[src/rtl/serial_nibble_adder.sv]
// Multi-cycle W-bit adder: feeds a 4-bit adder one nibble per clock, LSB first,
// with a registered inter-nibble carry and a one-cycle done pulse on completion.
module serial_nibble_adder #(
  parameter int unsigned NIBBLES = 4
) (
  input  logic                 clock,
  input  logic                 reset,
  input  logic                 start,
  input  logic [4*NIBBLES-1:0] operand_a,
  input  logic [4*NIBBLES-1:0] operand_b,
  input  logic                 carry_in,
  output logic                 busy,
  output logic                 done,
  output logic [4*NIBBLES-1:0] result,
  output logic                 carry_out,
  output logic                 overflow
);

  localparam int unsigned W    = 4 * NIBBLES;
  localparam int unsigned IdxW = (NIBBLES > 1) ? $clog2(NIBBLES) : 1;
  localparam logic [IdxW-1:0] LastIdx = IdxW'(NIBBLES - 1);

  typedef enum logic [0:0] {StIdle, StAdd} state_e;

  state_e          state_q;
  logic [W-1:0]    a_q, b_q, acc_q;
  logic            carry_q;
  logic [IdxW-1:0] idx_q;

  logic [4:0]      nib_sum;
  logic [W-1:0]    acc_next;
  logic            nib_ovf;

  // The 4-bit full-adder slice driven by the low nibbles and the carry register.
  always_comb begin
    nib_sum  = {1'b0, a_q[3:0]} + {1'b0, b_q[3:0]} + {4'b0000, carry_q};
    // Shift form keeps NIBBLES == 1 legal (no empty slice of acc_q).
    acc_next = (acc_q >> 4) | (W'(nib_sum[3:0]) << (W - 4));
    nib_ovf  = (a_q[3] == b_q[3]) && (nib_sum[3] != a_q[3]);
  end

  always_ff @(posedge clock or posedge reset) begin
    if (reset) begin
      state_q   <= StIdle;
      a_q       <= '0;
      b_q       <= '0;
      acc_q     <= '0;
      carry_q   <= 1'b0;
      idx_q     <= '0;
      busy      <= 1'b0;
      done      <= 1'b0;
      result    <= '0;
      carry_out <= 1'b0;
      overflow  <= 1'b0;
    end else begin
      done <= 1'b0;
      unique case (state_q)
        StIdle: begin
          if (start) begin
            a_q     <= operand_a;
            b_q     <= operand_b;
            carry_q <= carry_in;
            acc_q   <= '0;
            idx_q   <= '0;
            busy    <= 1'b1;
            state_q <= StAdd;
          end
        end
        StAdd: begin
          acc_q   <= acc_next;
          carry_q <= nib_sum[4];
          a_q     <= a_q >> 4;
          b_q     <= b_q >> 4;
          idx_q   <= idx_q + 1'b1;
          if (idx_q == LastIdx) begin
            result    <= acc_next;
            carry_out <= nib_sum[4];
            overflow  <= nib_ovf;
            done      <= 1'b1;
            busy      <= 1'b0;
            state_q   <= StIdle;
          end
        end
        default: state_q <= StIdle;
      endcase
    end
  end

endmodule

[config.mk]
export PLATFORM = sky130hd
export DESIGN_NAME = serial_nibble_adder
export DESIGN_NICKNAME = d
export VERILOG_FILES = /design/src/rtl/serial_nibble_adder.sv
export SDC_FILE = /design/constraint.sdc
export NUM_CORES = 1
export LEC_CHECK = 0
export BUFFER_PORTS_ARGS = -buffer_cell sky130_fd_sc_hd__clkbuf_2
export CORE_MARGIN = 2
export CORE_UTILIZATION = 61
export CTS_BUF_LIST = sky130_fd_sc_hd__clkbuf_4
export CTS_CLUSTER_SIZE = 28
export DETAILED_ROUTE_END_ITERATION = 10
export GPL_TIMING_DRIVEN = 0
export HOLD_SLACK_MARGIN = 0.12
export PLACE_DENSITY_LB_ADDON = 0.1
export SYNTH_ARGS = -nofsm -noshare
export SYNTH_HDL_FRONTEND = slang
export SYNTH_SLANG_ARGS = --single-unit
export TNS_END_PERCENT = 20
[constraint.sdc]
create_clock -name clock -period 6.5 [get_ports clock]
set_clock_uncertainty 0.2 [all_clocks]
set_input_delay 1.3 -clock clock [delete_from_list [all_inputs] [get_ports clock]]
set_output_delay 1.3 -clock clock [all_outputs]
set_load 0.01 [all_outputs]
-- Word level (Yosys, flattened, before mapping)
Cells that the tools add are included.
- word-level logic and storage cells: 42
- flip-flop bits (word level): 72
- input port bits: 36
- output and inout bits: 20
- reduce and logical (&&, ||, !) cells: 3
- equal/unequal tests: 5
- bitwise logic cells: 2
- muxes and demuxes: 18
- $add $sub $neg: 3
- operators by type and width (kind ; number):
    case mux 16 bit (2 select lines) ; 3
    2-to-1 mux 16 bit ; 3
    OR 12 x 16 -> 16 bit ; 1
    2-to-1 mux 1 bit ; 7
    case mux 1 bit (2 select lines) ; 3
    adder 4 x 4 -> 5 bit ; 1
    adder 5 x 1 -> 5 bit ; 1
    case mux 2 bit (2 select lines) ; 1
    AND reduction 2 bit ; 2
    adder 2 x 1 -> 2 bit, second input constant ; 1
    == test 2 bit, second input constant ; 1
    2-to-1 mux 2 bit ; 1
    inequality test 2 x 1 -> 1 bit, second input constant ; 1
    inequality test 2 bit, second input constant ; 1
    == test 1 bit ; 1
    logical AND 1 bit ; 1
    inequality test 1 bit ; 1
    inverter 1 bit ; 1

-- Logic depth before layout (Yosys ltp)
- depth in word-level cells: 4
- depth in mapped cells: 5
- depth with buffers taken out: 5

-- Least setup slack after synthesis
Ideal clock, no wire load.
- path kind: input-to-reg
- start: in start
- end: reg b_q[0]
- slack: 4.263 ns
- arrival: 1.903 ns
- library setup time: 0.135 ns
- stages: 4
- cells stage by stage: buf_4 -> buf_4 -> mux2i_1 -> o21ai_0
- word-level cells in the longest chain between the ends: 1
- ends and longest elaborated chain (element ; RTL line ; source):
    start: declaration ; 8 ; input logic start,
    inequality test 2 bit (no source line) ; n/a ;
    end signal: assignment ; 61 ; b_q <= operand_b;
    end signal: assignment ; 73 ; b_q <= b_q >> 4;
    end: declaration ; 26 ; logic [W-1:0] a_q, b_q, acc_q;
Every way passes these cells.
A chain may end at the register's enable or synchronous reset.

-- Final worst setup path
- start: reg result[9]
- end: out result[9]
- RTL lines (element ; RTL line ; source):
    start: declaration ; 14 ; output logic [4*NIBBLES-1:0] result,
    start signal: assignment ; 76 ; result <= acc_next;
No word-level cell between the ends.

==> results.ini <==
[worst_setup_path]
required_ns = 5.00
cp-end-kind = primary output
rrSetupSlack_ns = 4.23
cp_slowest_cell = dfrtp_1
crit_path_start = result[9]$_DFFE_PP0P_
critical_path_buf_inv_count = 1
cp_max_fo = 2
cp_cell_sequence = clkbuf_2
slowest_delay_ns = 0.40
path_class = register to primary output
reg2reg_from = a_q[0]$_DFFE_PP0P_
cp-start-kind = register
cp.arrival_ns = 0.93
crit_family = flip-flops

[cts]
clockBufferDepth = 2
cts_tree = built
postCtsHoldBufs = 0
htree_num_levels = 3
clkTransAtPathRegs_ns = 0.10
ctsResizeCount = 0
clock-sinks = 68
cts-buffers-inserted = 9
clk_latency_ns = 0.40
clockRootBuffer = clkbuf_4
postCtsSetupRepairBufs = 0

[sta]
maxSlewViolCount = 0
min_period_ns = 2.43
rsz0062_at_grt = false
finalHoldViolCount = 0
slew-limit-headroom = 0.460
fmax_mhz = 411
whs_ns = 0.287
worstMarginPinSlew_ns = 0.809
tns_ns = 0
finalSetupViolations = 0
fin_ws_ns = 4.07
period_share = 0.374

[die]
die_h_um = 73.2
placementRows = 25
die_area_um2 = 5360
ios = 56
start_util = 0.627
fp.coreArea_um2 = 4660
die_w_um = 73.2

[route]
dr.pass1.iters = 4
post_drt_via_cell_ratio = 5.46
antenna_left = 0
drcViolationCount = 0
drt_iter0_drc = 203
routedWlPerCell_um = 15.1
via_count = 2087
drt_wl_total_um = 5790

[power_and_ir_drop]
swShare = 0.355
power_frac_comb = 0.351
ir_drop_mv = 0.182
p_seq_frac = 0.469
pwr-share-clk = 0.179
p_int_mw = 0.947
p_per_area_nw_per_um2 = 432
leakage_nw = 1.75
p_switching_mw = 0.521

[yosys]
synth_seq_cells = 68
netlist-cell-type-count = 29
syn_avg_cell_area_um2 = 11.3
synth_edf_count = 0
ys.flop_type = dfrtp_1
seq_area_frac_synth = 0.582
async_flop_share = 1.00
synth_area_um2 = 2920
synth_nets = 300
synth_cells = 258
yosysWarnings = 0

[finish]
final_nets = 366
antenna_cells = 0
instances_no_fill = 382
final_area_um2 = 3400
ff_latch_area_um2 = 1700
fill_cells = 361
multi_input_area_um2 = 1120
areaGrowthSynthToFinish_pct = 16.2
drive_gt1_frac = 0.290

[place]
io_buffers = 55
place_ws_ns = 4.00
place.gp.congestion = 0.740
dpl.hpwl_um = 4030
dp.cells = 367
placed_area_um2 = 3270

[grt]
first_global_vias = 2104
grt_antenna_before_repair = 0
grt-ovfl-total = 0
grt_util_all_layers = 0.241
grt_first_pass_wirelength_um = 9570
grt_max_degree = 69

[outcome]
status = completed

[min_path]
hp-class = register to register
min_from = result[14]$_DFFE_PP0P_

[run]
drv_cap = 0

-- power groups by stage --
stage               sequential, mW  clock, mW  combinational [mW]
floorplan                    0.697          0               0.341
global placement             0.692          0               0.498
detailed placement           0.698          0               0.514
CTS                          0.690      0.267               0.520
global route                 0.712      0.282               0.584
finish                       0.689      0.263               0.516
-- cell usage in the layout, fill, tap and decap left out, drive strengths merged, types with 2 or more instances in the layout --
master	n
a21o	2
nor2	12
buf	8
a21oi	2
ha	4
o21ai	38
nand2	51
dfrtp	68
clkbuf	75
clkinv	2
o22ai	2
mux2	14
fa	2
inv	4
mux2i	32
-- per-stage QoR --
step	utilization	total power [mW]
after floorplan	-	1.04
after global placement	0.700	1.19
after detailed placement	0.701	1.21
after CTS	0.729	1.48
after global routing	0.729	1.58
final	0.729	1.47
-- Yosys cell counts (2+ instances only) --
cell / number / area (um^2)
buf_4: 3 / 22.5
nand2_1: 51 / 191
mux2i_1: 32 / 320
mux2_2: 14 / 158
buf_2: 4 / 20.0
ha_1: 4 / 50.1
fa_1: 2 / 40.0
o22ai_1: 2 / 12.5
o21ai_0: 38 / 190
inv_1: 3 / 11.3
a21oi_1: 2 / 10.0
clkbuf_1: 8 / 30.0
nor2_1: 12 / 45.0
dfrtp_1: 68 / 1700
-- worst reg2reg max path, delay by kind of cell, from the launching register on --
kind	cells	cell delay [ns]
AO/OA/AOI/OAI	3	0.62
adder cells (fa/ha/maj)	2	0.90
flip-flops	1	0.41
-- flip-flops by register name, indices dropped and copies added, names as in the netlist --
signal	cells
overflow	1
idx_q	2
done	1
a_q	16
carry_out	1
acc_q	12
busy	1
result	16
carry_q	1
state_q	1
b_q	16
-- routing by layer --
layer / vias to the layer above / GRT usage / share of wire
met1: 1007 / 0.304 / 0.45
li1: 1019 / - / -
met5: - / 0 / 0
met2: 48 / 0.402 / 0.49
met4: 0 / 0.117 / 0.022
met3: 13 / 0.0428 / 0.037
-- final cells by class --
type	instances	share of cell area
Clock buffer	12	0.0265
Timing Repair Buffer	55	0.0811
Inverter	4	0.00516
Tap cell	54	0.0199
Buffer	16	0.0247
Clock inverter	3	0.0114
Multi-Input combinational cell	170	0.330
Sequential cell	68	0.501
-- kinds of logic after synthesis --
family / after synthesis / synth area share
xor gates and xnor gates: 1 / 0.00300
muxes: 46 / 0.164
DFF: 68 / 0.582
adders and majority gates: 6 / 0.0308
buffers and inverters: 20 / 0.0338
and+or+nand+nor: 67 / 0.0908
AOI/OAI and AO/OA: 50 / 0.0955
-- path summary, 6_finish.rpt --
path / depth (start not counted) / to
worst max-delay path: 1 / result[9]
worst min-delay path: 2 / result[14]$_DFFE_PP0P_
worst max register to register: 5 / carry_q$_DFFE_PP0P_
worst min register to register: 2 / result[14]$_DFFE_PP0P_
max in group asynchronous: 2 / result[13]$_DFFE_PP0P_
min in group asynchronous: 2 / a_q[12]$_DFFE_PP0P_
Power figures use the tool's default switching activity.
